===== config.mk =====
export PLATFORM = sky130hd
export DESIGN_NAME = wb_unit
export DESIGN_NICKNAME = d
export VERILOG_FILES = /design/src/rtl/wb_unit.sv
export SDC_FILE = /design/constraint.sdc
export NUM_CORES = 1
export LEC_CHECK = 0
export CAP_MARGIN = 20
export CORE_MARGIN = 2
export CORE_UTILIZATION = 48
export DETAILED_ROUTE_END_ITERATION = 6
export MAX_ROUTING_LAYER = met4
export PLACE_DENSITY = 0.95
export SLEW_MARGIN = 20
export SYNTH_ARGS = -nofsm -noshare
export SYNTH_HDL_FRONTEND = slang
export SYNTH_SLANG_ARGS = --single-unit

===== constraint.sdc =====
create_clock -name clk -period 5.48 [get_ports clk]
set_input_delay 0.548 -clock clk [delete_from_list [all_inputs] [get_ports clk]]
set_output_delay 0.548 -clock clk [all_outputs]
set_load 0.05 [all_outputs]

===== src/rtl/wb_unit.sv =====
// wb_unit: writeback stage that retires ALU, CSR and load results into the register file.
// Loads wait for memory data, with a timeout, before the write or a load fault.
module wb_unit #(
    parameter int TIMEOUT = 255
) (
    input  logic        clk,
    input  logic        rst_n,
    input  logic        req_valid,
    output logic        req_ready,
    input  logic        req_rd_en,
    input  logic [4:0]  req_rd,
    input  logic [1:0]  req_src,
    input  logic [2:0]  req_funct3,
    input  logic [1:0]  req_addr_lo,
    input  logic [31:0] alu_result,
    input  logic [31:0] csr_val,
    input  logic        mem_rvalid,
    input  logic [31:0] mem_rdata,
    input  logic        mem_err,
    output logic        rf_we,
    output logic [4:0]  rf_rd,
    output logic [31:0] rf_wdata,
    output logic        done,
    output logic        load_fault,
    output logic        pend_valid,
    output logic [4:0]  pend_rd
);
    localparam int CW = $clog2(TIMEOUT + 1);

    typedef enum logic [1:0] {IDLE, WAIT_MEM, WRITE} state_t;

    state_t        state, state_nx;
    logic [CW-1:0] cnt;
    logic          rd_en_q;
    logic [4:0]    rd_q;
    logic [2:0]    f3_q;
    logic [1:0]    alo_q;
    logic [31:0]   data_q;
    logic          accept, legal, load_ok, expired, wr_ok;
    logic [7:0]    byte_v;
    logic [15:0]   half_v;
    logic [31:0]   ext;

    assign accept  = state == IDLE && req_valid;
    assign legal   = f3_q inside {3'b000, 3'b001, 3'b010, 3'b100, 3'b101};
    assign load_ok = !mem_err && legal;
    assign expired = cnt == CW'(TIMEOUT);
    assign wr_ok   = rd_en_q && rd_q != 5'd0;
    assign byte_v  = alo_q[1] ? (alo_q[0] ? mem_rdata[31:24] : mem_rdata[23:16])
                              : (alo_q[0] ? mem_rdata[15:8]  : mem_rdata[7:0]);
    assign half_v  = alo_q[1] ? mem_rdata[31:16] : mem_rdata[15:0];
    assign ext     = f3_q == 3'b000 ? {{24{byte_v[7]}}, byte_v} :
                     f3_q == 3'b001 ? {{16{half_v[15]}}, half_v} :
                     f3_q == 3'b010 ? mem_rdata :
                     f3_q == 3'b100 ? {24'd0, byte_v} : {16'd0, half_v};

    always_ff @(posedge clk or negedge rst_n) begin
        if (!rst_n) state <= IDLE;
        else        state <= state_nx;
    end

    always_comb begin
        state_nx = state;
        case (state)
            IDLE:     state_nx = !req_valid ? IDLE : req_src == 2'b01 ? WAIT_MEM : WRITE;
            WAIT_MEM: state_nx = mem_rvalid ? (load_ok ? WRITE : IDLE) : (expired ? IDLE : WAIT_MEM);
            default:  state_nx = IDLE;
        endcase
    end

    // Data arriving in the expiry cycle still completes: mem_rvalid is tested before expired.
    always_comb begin
        req_ready  = state == IDLE;
        done       = state == WRITE;
        rf_we      = done && wr_ok;
        rf_rd      = rf_we ? rd_q : 5'd0;
        rf_wdata   = rf_we ? data_q : 32'd0;
        load_fault = state == WAIT_MEM && (mem_rvalid ? !load_ok : expired);
        pend_valid = state != IDLE && wr_ok;
        pend_rd    = pend_valid ? rd_q : 5'd0;
    end

    always_ff @(posedge clk or negedge rst_n) begin
        if (!rst_n) begin
            cnt     <= '0;
            rd_en_q <= 1'b0;
            rd_q    <= 5'd0;
            f3_q    <= 3'd0;
            alo_q   <= 2'd0;
            data_q  <= 32'd0;
        end else begin
            cnt <= state == WAIT_MEM ? cnt + 1'b1 : '0;
            if (accept) begin
                rd_en_q <= req_rd_en;
                rd_q    <= req_rd;
                f3_q    <= req_funct3;
                alo_q   <= req_addr_lo;
                data_q  <= req_src == 2'b10 ? csr_val : alu_result;
            end
            if (state == WAIT_MEM && mem_rvalid && load_ok) data_q <= ext;
        end
    end
endmodule


Word-level counts from Yosys, hierarchy flattened. Cells that the tools add are included. Widths: inputs -> output; s select.

Logic and storage cells: 55. Output and inout bits: 47. Input bits: 114. Register bits: 53.

Mux-type cells: 22. Equal/unequal tests: 9. Reduce and logical (&&, ||, !) cells: 16. Add/sub/neg operators: 1.

Operator list (count): $mux 32 (7); $mux 16 (2); $mux 8 (4); $mux 5 (2); $reduce_bool 5->1 (2); $add 8x1->8 const B (1); $eq 8x8->1 const B (1); $logic_and 1x1->1 (8); $mux 2 (4); $eq 3x3->1 const B (2); $eq 2x1->1 const B (2); $eq 2x2->1 const B (2); $pmux 2 s2 (1); $reduce_bool 2->1 (2); $eq 3x1->1 const B (1); $eq 3x2->1 const B (1); $logic_not 3->1 (1); $logic_not 1->1 (2); $logic_not 2->1 (1); $mux 1 (2).

Longest topological paths before layout. Gate-level depths: netlist of the first run.

Word-level depth: 7. Mapped depth: 7. Gate-level depth less buffers: 4.

Worst setup path after synthesis of the first run. OpenSTA, ideal clock, no wires.

Kind: register -> output. Start point: reg state[0]. End point: out rf_wdata[22]. Cell stages (with the launch flop): 5. Data arrival time: 2.695 ns. Path slack: 2.237 ns. Cell sequence: dfrtp_1 -> nor2b_1 -> nor2b_1 -> clkbuf_1 -> and2_1.

Longest elaborated chain between the ends: 3.

RTL lines: from (decl) (RTL line 32) `state_t state, state_nx;`; from (signal assigned) (RTL line 59) `else state <= state_nx;`; $eq 2x2->1 (RTL line 74) `done = state == WRITE;`; via done (RTL line 23) `output logic done,`; $logic_and 1x1->1 (RTL line 75) `rf_we = done && wr_ok;`; via rf_we (RTL line 20) `output logic rf_we,`; $mux 32 (RTL line 77) `rf_wdata = rf_we ? data_q : 32'd0;`; to (decl) (RTL line 22) `output logic [31:0] rf_wdata,`.

The timed path passes the listed nets, and every way through them passes these cells.

Worst setup path after layout of the first run.
Start point: reg f3_q[1]. End point: out load_fault.

Longest elaborated chain between the ends: 6.

RTL lines: from (decl) (RTL line 36) `logic [2:0] f3_q;`; from (signal assigned) (RTL line 96) `f3_q <= req_funct3;`; $eq 3x1->1, or another cell as far along (RTL line 45) `assign legal = f3_q inside {3'b000, 3'b001, 3'b010, 3'b100, 3'b101};`; $reduce_bool 5->1 (*) (RTL line 45); $logic_and 1x1->1 (*) (RTL line 46) `assign load_ok = !mem_err && legal;`; $logic_not 1->1 (*) (RTL line 78) `load_fault = state == WAIT_MEM && (mem_rvalid ? !load_ok : expired);`; $mux 1 (*) (RTL line 78); $logic_and 1x1->1 (*) (RTL line 78); to (decl) (RTL line 24) `output logic load_fault,`.

Mark *: on every way between the ends. The rest lies on a longest branch, timed or not.

==> results of run 1 <==
cell families (layout without fill, tap and decap cells):
| family | Yosys count | after routing | share of synthesized area [%] |
|---|---|---|---|
| multiplexers | 26 | 26 | 9.62 |
| XOR/XNOR | 5 | 5 | 1.06 |
| AND/OR/NAND/NOR | 204 | 204 | 23.9 |
| AO/OA/AOI/OAI | 173 | 173 | 28.2 |
| adder cells (fa/ha/maj) | 1 | 1 | 0.303 |
| flip-flops | 53 | 53 | 32.2 |
| buffers and inverters | 47 | 177 | 4.76 |
final timing paths:
| check | from | end | cells past startpoint |
|---|---|---|---|
| setup / recovery | f3_q[1] | load_fault | 4 |
| hold / removal | rst_n | state[0] | 2 |
| setup reg to reg | f3_q[1] | data_q[31] | 4 |
| hold reg to reg | cnt[0] | cnt[0] | 1 |
| max in group asynchronous | rst_n | data_q[25] | 2 |
| min in group clk | cnt[0] | cnt[0] | 1 |
per-stage QoR:
| step | area [sq um] | setup slack [ns] |
|---|---|---|
| final | 5810 | 1.92 |
| after global routing | 5810 | 1.69 |
| after CTS | 5810 | 1.95 |
| after detailed placement | 5720 | 2.31 |
| after global placement | 5720 | 2.36 |
| after floorplan | 4130 | 2.24 |
state kept, by name, indices dropped and copies added (netlist names):
register  cells
data_q       32
state         2
alo_q         2
rd_en_q       1
rd_q          5
f3_q          3
cnt           8
layer usage:
layer	vias to the layer above	share of wire [%]
li1	2102	-
met1	2167	42
met4	0	3.0
met2	220	49
met3	41	6.0
met5	-	0
layout make-up:
class	count	area, sq um	area share [%]
inverter	3	11.3	0.194
multi-input combinational	409	2610	44.9
sequential	53	1330	22.8
clock inverter	3	21.3	0.366
timing repair buffer	166	1640	28.3
clock buffer	5	68.8	1.18
tap	105	131	2.26
cell usage in the layout, fill, tap and decap left out, drive strengths merged, types with 10 or more instances in the layout:
master	n
clkdlybuf4s50	159
nand2	79
dfrtp	53
nor2	51
o21ai	48
a21oi	32
and2	32
o2bb2ai	23
a31oi	15
and3	11
mux2i	10
critical path: cells and delay by family (launching register included):
kind                   cells  cell delay [ns]
flip-flops                 1             0.97
AND/OR/NAND/NOR            2             0.33
buffers and inverters      1             0.84
AO/OA/AOI/OAI              1             0.56
report_power, final:
group          switching, uW  internal (uW)  leakage (uW)
Sequential              72.1            469      0.000641
Combinational            405            325       0.00168
Clock                    134           91.0     0.0000445
Total                    611            885       0.00237
==> results.json, run 1 <==
{
  "outcome": "finished clean",
  "gp_congestion": 0.919,
  "hold_viol_final": 0,
  "power_density_nw_per_um2": 258,
  "crit_chain": "o21a_1 > nor3b_1 > nor3b_1 > clkdlybuf4s50_1",
  "dominantRegCellSynth": "dfrtp_1",
  "ir_drop_mv": 0.174,
  "clockBufferDepth": 2,
  "htreeDepth": 2,
  "antenna_found_initial": 0,
  "slew_headroom_pct": 31.4,
  "max_freq_ghz": 0.281,
  "die-area_sq_um": 9350,
  "period_minus_slack_ns": 3.56,
  "worst_slew_pin_slew_ns": 1.03,
  "synth_area_leader_cell": "dfrtp_1",
  "diodes": 0,
  "clock-sinks": 53,
  "cp_max_fo": 32,
  "gr-usage-met2_pct": 46.5,
  "wl_per_cell_um": 17.9,
  "setup_viol": 0,
  "synth.most_common_cell": "nand2_1",
  "utilization_pct": 70.4,
  "synthCells": 509,
  "hp-class": "in -> async",
  "report.final.slew_viol_count": 0,
  "clkSlewWorstSetupHoldPaths_ns": 0.10,
  "worstPathArrival_ns": 3.01,
  "gr-max-usage-layer": "met2",
  "cts_resized": 0,
  "leakage_uw": 0.00237,
  "cts_tree": "done",
  "post_cts_buffers": 0,
  "drt_iter0_markers": 375,
  "critical_path.most_common_cell": "nor3b_1",
  "rsz0062_at_grt": "false",
  "drc": 0,
  "drive_gt1_share_pct": 6.57,
  "gr-usage-met1_pct": 37.5,
  "crit_slowest_cell": "dfrtp_1",
  "maxCapViolations": 0,
  "coreArea_sq_um": 8260,
  "grt_overflow_total": 0,
  "period_share_pct": 65.0,
  "totalPowerFinal_uw": 1500,
  "yosys-top-cells-area": "dfrtp_1, nand2_1, o2bb2ai_1, and2_1, nor2_1",
  "nNetsFinal": 753,
  "ys_warn_count": 0,
  "drt_wl_total_mm": 13.4,
  "grt.total_usage_pct": 28.8,
  "cts_buffers": 5,
  "fp.dieW_um": 96.7,
  "pin_count": 161,
  "async_flop_share_pct": 100,
  "worstSetupEndpointType": "primary output",
  "max_stage_delay_ns": 0.97,
  "ant_nets": 0,
  "fin_hold_ws_ns": 0.348,
  "area_growth_pct": 40.9,
  "detailed_place_hpwl_mm": 10.2,
  "start_kind": "flip-flop",
  "dr.pass1.iters": 7,
  "dp_cells": 736,
  "dr_total_vias": 4530,
  "clk_latency_ns": 0.30,
  "syn_area_sq_um": 4130,
  "ys_ff_latch": 53,
  "initial_core_util_pct": 50.0,
  "grt_pass1_wl_mm": 21.6,
  "ctsRootBufferMaster": "clkbuf_8",
  "synth_edf_count": 0,
  "synth.avg_cell_area_sq_um": 8.10,
  "cts_hold_buf": 0,
  "ys_types": 49,
  "fin_cells": 744,
  "use_met3_pct": 4.19,
  "grt_pass1_vias": 4304,
  "io_buffers": 160,
  "vias_per_cell": 6.09,
  "skew_ns": 0.00599,
  "die_h_um": 96.7,
  "required_ns": 4.93,
  "rrSetupSlack_ns": 2.89,
  "critPathKind": "reg -> out",
  "n_fill_cell": 650,
  "synthTopCellsByCount": "nand2_1, dfrtp_1, nor2_1, o21ai_0",
  "grt_max_degree": 54,
  "yosysSeqAreaShare_pct": 32.2,
  "synth_fp_nets": 624,
  "yosys.area.top_type_share_pct": 32.2,
  "setup_tns_ns": 0,
  "num_rows": 33
}
Power figures use the tool's default switching activity.
==> run 2, diff against run 1 <==
CORE_UTILIZATION = 40   (was 48)
PLACE_DENSITY = 0.87   (was 0.95)
clock period = 3.2 ns   (was 5.48 ns; I/O delays follow)
==> run 2 against run 1 <==
Compared with the run above:
- sequential cell count did not move
- first-iteration DRC count shrank 9.3%
- non-clock buffer count up 6
- clock power increased by 140%
- final cell count increased by 5.0%
- wire length is 3.3% higher
- clock skew rose by 0.0016 ns
- global-route usage fell by 3.6 points
- critical endpoint is now rf_we
- highest routed layer unchanged
==> results.json, run 2 (synthesis gave the netlist of run 1 again) <==
{
  "die_h_um": 106,
  "power_density_nw_per_um2": 469,
  "gp_congestion": 0.902,
  "io_buffers": 160,
  "clk_latency_ns": 0.31,
  "setup_viol": 0,
  "max_stage_delay_ns": 0.72,
  "drc": 0,
  "top_register": "data_q",
  "hp-class": "reg -> reg",
  "period_share_pct": 80.5,
  "skew_ns": 0.00759,
  "rsz0062_at_grt": "false",
  "num_rows": 37,
  "fin_area_sq_um": 5860,
  "cp-endpoint": "rf_we",
  "grt_pass1_wl_mm": 22.1,
  "fin_hold_ws_ns": 0.491,
  "detailed_place_hpwl_mm": 10.6,
  "cts_resized": 0,
  "final_cell_mix": "clkdlybuf4s50_1, nand2_1, dfrtp_1, nor2_1, buf_4",
  "wl_per_cell_um": 17.7,
  "crit_slowest_cell": "clkdlybuf4s50_1",
  "drt_iter0_markers": 340,
  "slew_headroom_pct": 34.7,
  "coreArea_sq_um": 10200,
  "setup_tns_ns": 0,
  "worst_slew_pin_slew_ns": 0.979,
  "dr.pass1.iters": 5,
  "htreeDepth": 2,
  "clkSlewWorstSetupHoldPaths_ns": 0.09,
  "report.final.slew_viol_count": 0,
  "critPathKind": "reg -> out",
  "rr_worst_depth": 3,
  "drt-met1-wl_mm": 6.09,
  "dpl-instance-area_sq_um": 5720,
  "timing.rr.end": "data_q[30]",
  "cts_hold_buf": 1,
  "final_common_cell": "clkdlybuf4s50_1",
  "maxCapViolations": 0,
  "initial_core_util_pct": 40.5,
  "cp_max_fo": 4,
  "worstPathArrival_ns": 2.26,
  "met2WireLength_mm": 6.37,
  "antenna_found_initial": 0,
  "worstSetupEndpointType": "primary output",
  "routed.top_layer": "met4",
  "drive_gt1_share_pct": 12.6,
  "pin_count": 161,
  "rr_startpoint": "alo_q[0]",
  "start_kind": "flip-flop",
  "clockBufferDepth": 2,
  "die-area_sq_um": 11100,
  "area_growth_pct": 42.1,
  "grt_max_degree": 53,
  "cts_buffers": 5,
  "required_ns": 2.88,
  "grt.total_usage_pct": 25.2,
  "diodes": 0,
  "grt_overflow_total": 0,
  "wl_met3_um": 993,
  "rrSetupSlack_ns": 0.91,
  "leakage_uw": 0.00249,
  "cts_tree": "done",
  "post_cts_buffers": 0,
  "nNetsFinal": 759,
  "drt_wl_total_mm": 13.8,
  "hold_viol_final": 0,
  "largest_reg_flops": 32,
  "crit_start": "rd_q[1]",
  "ctsRootBufferMaster": "clkbuf_8",
  "grt_pass1_vias": 4338,
  "fp.dieW_um": 106,
  "clock-sinks": 53,
  "largestRegisters": "data_q: 32 flops, cnt: 8 flops, rd_q: 5 flops",
  "max_freq_ghz": 0.388,
  "outcome": "finished clean",
  "ir_drop_mv": 0.200,
  "ant_nets": 0,
  "crit_chain": "or4_1 > o21ai_1 > nor2b_2 > clkdlybuf4s50_1",
  "period_minus_slack_ns": 2.58,
  "vias_per_cell": 5.67,
  "dr_total_vias": 4427
}
==> run 2: cell count changes in the layout (fill, tap and decap cells not counted), sizes merged <==
cell and delta:
clkdlybuf4s50 -33, bufinv +2, clkinvlp -1, dlygate4sd3 +1, buf +38, inv -1
==> run 2: worst min-delay path by stage <==
stage	slack [ns]	startpoint	cells after the start	end
after detailed placement	0.31	rst_n	1	data_q[18]
final	0.49	cnt[0]	1	cnt[0]
after global routing	0.51	cnt[0]	1	cnt[0]
after CTS	0.49	cnt[0]	1	cnt[0]
after floorplan	0.02	rst_n	0	alo_q[0]
after global placement	0.30	rst_n	1	data_q[18]
==> run 2: per-stage QoR <==
step	std cells	utilization [%]	setup slack, ns	total power (uW)
floorplan	509	-	0.185	1760
global placement	772	56.1	0.926	2190
detailed placement	772	56.1	0.849	2210
CTS	781	57.5	0.604	2740
global route	781	57.5	0.509	2910
finish	781	57.5	0.624	2750
==> run 2: layout make-up <==
cell class,instances,area (sq um)
clock inverter,3,65.1
clock buffer,5,68.8
fill,949,4320
multi-input combinational,409,2610
tap,136,170
sequential,53,1330
inverter,3,11.3
timing repair buffer,172,1610
==> run 2: critical path, delay by kind of cell (launching register included) <==
family / cells / cell delay [ns]
simple gates: 2 / 0.62
buf+inv: 1 / 0.72
flops: 1 / 0.41
compound gates: 1 / 0.20
==> run 2: power breakdown <==
part / total [uW] / internal, uW / switching (uW) / leakage, uW
sequential: 908 / 803 / 104 / 0.000641
clock: 537 / 311 / 226 / 0.0000681
combinational: 1310 / 560 / 747 / 0.00178
total: 2750 / 1670 / 1080 / 0.00249
==> run 2: routing by layer <==
metal	GRT usage [%]	up-vias
li1	-	2105
met1	34.4	2080
met2	39.8	207
met3	3.59	35
met4	6.11	0
met5	-	-
==> run 3, diff against run 2 <==
CORE_UTILIZATION = 45   (was 40)
PLACE_DENSITY = 0.92   (was 0.87)
clock period = 2.4 ns   (was 3.2 ns; I/O delays follow)
==> run 3 against run 2 <==
Compared with the run above:
- die area shrank 11%
- sequential cell count unchanged
- final cell count shrank 2.6%
- register-to-register slack worse by 0.64 ns
- combinational power up 49%
- clock-buffer cell count rose by 2
- non-clock buffer count increased by 8
- critical endpoint is now rf_wdata[30]
- highest routed layer unchanged
==> results.json, run 3 (synthesis gave the netlist of run 1 again) <==
{
  "outcome": "finished clean",
  "hold_viol_final": 0,
  "clockBufferDepth": 2,
  "switchingPower_uw": 1500,
  "ctsRootBufferMaster": "clkbuf_8",
  "totalPowerFinal_uw": 3660,
  "clockPowerShare_pct": 13.8,
  "pin_count": 161,
  "ir_drop_mv": 0.398,
  "crit_slowest_cell": "or4_4",
  "detailed_place_hpwl_mm": 11.3,
  "grt_max_degree": 54,
  "multi_input_area_sq_um": 2640,
  "coreArea_sq_um": 8810,
  "num_rows": 34,
  "grt_overflow_total": 0,
  "max_stage_delay_ns": 0.56,
  "slew_headroom_pct": 34.2,
  "period_minus_slack_ns": 2.30,
  "crit_chain": "or4_4 > o21ai_4 > nor2b_4 > and2_1 > buf_12",
  "vias_per_cell": 6.11,
  "htreeDepth": 2,
  "drc": 0,
  "clkSlewWorstSetupHoldPaths_ns": 0.09,
  "power_density_nw_per_um2": 581,
  "grt.total_usage_pct": 29.5,
  "diodes": 0,
  "dr.pass1.iters": 5,
  "largestRegisters": "data_q: 32 flops, cnt: 8 flops, rd_q: 5 flops",
  "fp.dieW_um": 99.7,
  "critPathKind": "reg -> out",
  "rsz0062_at_grt": "false",
  "leakage_uw": 0.00261,
  "combPwrFrac_pct": 53.1,
  "p_int_uw": 2160,
  "required_ns": 2.16,
  "drt_iter0_markers": 519,
  "gr-usage-met2_pct": 49.2,
  "die-area_sq_um": 9950,
  "setup_viol": 0,
  "seq_power_share_pct": 33.1,
  "gp_congestion": 0.952,
  "fin_hold_ws_ns": 0.454,
  "report.final.slew_viol_count": 0,
  "worst_slew_pin_slew_ns": 0.984,
  "fin_cells": 761,
  "cts_buffers": 5,
  "setup_ws_ns": 0.0956,
  "initial_core_util_pct": 46.8,
  "area_growth_pct": 52.8,
  "pre_cts_ws_ns": 0.112,
  "post_cts_buffers": 0,
  "final_cell_mix": "clkdlybuf4s50_1, nand2_1, dfrtp_1, nor2_1, o21ai_0",
  "hp-class": "in -> reg",
  "dp_cells": 752,
  "setup_tns_ns": 0,
  "dr_total_vias": 4652,
  "use_met3_pct": 3.44,
  "maxCapViolations": 0,
  "io_buffers": 160,
  "grt_pass1_vias": 4328,
  "clock-sinks": 53,
  "gr-usage-met1_pct": 38.8,
  "antenna_found_initial": 0,
  "largest_reg_flops": 32,
  "ant_nets": 0,
  "clk_latency_ns": 0.31,
  "cp_max_fo": 33,
  "worstPathArrival_ns": 2.06,
  "gr-max-usage-layer": "met2",
  "seqCellArea_sq_um": 1330,
  "skew_ns": 0.00847,
  "drt_wl_total_mm": 14.7,
  "max_freq_ghz": 0.434,
  "cts_tree": "done",
  "drive_gt1_share_pct": 13.9,
  "wl_per_cell_um": 19.3,
  "top_register": "data_q",
  "nNetsFinal": 767,
  "netSwitchingFraction_pct": 41.1,
  "start_kind": "flip-flop",
  "worstSetupEndpointType": "primary output",
  "final_common_cell": "clkdlybuf4s50_1",
  "period_share_pct": 96.0,
  "die_h_um": 99.7,
  "n_fill_cell": 622,
  "grt_pass1_wl_mm": 22.7
}
run 3: cell count changes in the layout (fill, tap and decap cells not counted):
cell,previous run,this run
clkbuf_1,0,2
bufinv_16,2,0
nor2b_4,0,1
buf_4,44,17
clkdlybuf4s50_1,126,124
clkinvlp_4,0,1
o21ai_4,0,1
o21ai_1,11,10
or4_4,0,1
nor2b_1,2,1
dlygate4sd2_1,0,1
or4_1,1,0
buf_12,0,36
clkinv_2,1,0
run 3: power groups by stage:
stage | combinational, uW | clock (uW) | sequential, uW
after floorplan | 1200 | 0 | 1160
after global placement | 1860 | 0 | 1210
after detailed placement | 1900 | 0 | 1220
after CTS | 1910 | 510 | 1200
after global routing | 2070 | 539 | 1240
final | 1950 | 505 | 1210
run 3: timing repair:
action                                  in CTS  in global routing
resized for setup                            3                  2
pin swaps                                    0                  0
endpoints found under the setup margin      33                 32
endpoints found under the hold margin       53                  0
hold buffers                                 1                  0
run 3: stage by stage:
step / cell area, sq um / util, %
finish: 6300 / 71.6
floorplan: 4130 / -
global route: 6300 / 71.6
detailed placement: 6190 / 70.3
CTS: 6290 / 71.5
global placement: 6190 / 70.3
run 3: final timing paths:
path | slack, ns | cells after the start | end | startpoint
max | 0.1 | 5 | rf_wdata[30] | rd_q[2]
min | 0.45 | 3 | alo_q[1] | req_addr_lo[1]
max reg2reg | 0.27 | 4 | data_q[19] | alo_q[1]
min reg2reg | 0.51 | 1 | data_q[8] | data_q[8]
max in group asynchronous | 1.69 | 3 | data_q[7] | rst_n
min in group asynchronous | 0.46 | 3 | data_q[0] | rst_n
run 3: worst max-delay path: cells and delay by family (launching register included):
kind	cells	cell delay (ns)
AND/OR/NAND/NOR	3	0.96
buffers and inverters	1	0.16
flip-flops	1	0.44
AO/OA/AOI/OAI	1	0.20
run 3: area by class of cell:
cell class / count / area share, %
clock buffer: 7 / 1.21
clock inverter: 1 / 0.119
inverter: 3 / 0.179
multi-input combinational: 409 / 41.8
sequential: 53 / 21.0
tap: 108 / 2.14
timing repair buffer: 180 / 33.5
run 3: per-layer routing:
metal	share of wire, %	up-vias
met5	0	-
met4	2.1	0
met3	8.7	34
met2	50	292
met1	39	2201
li1	-	2125
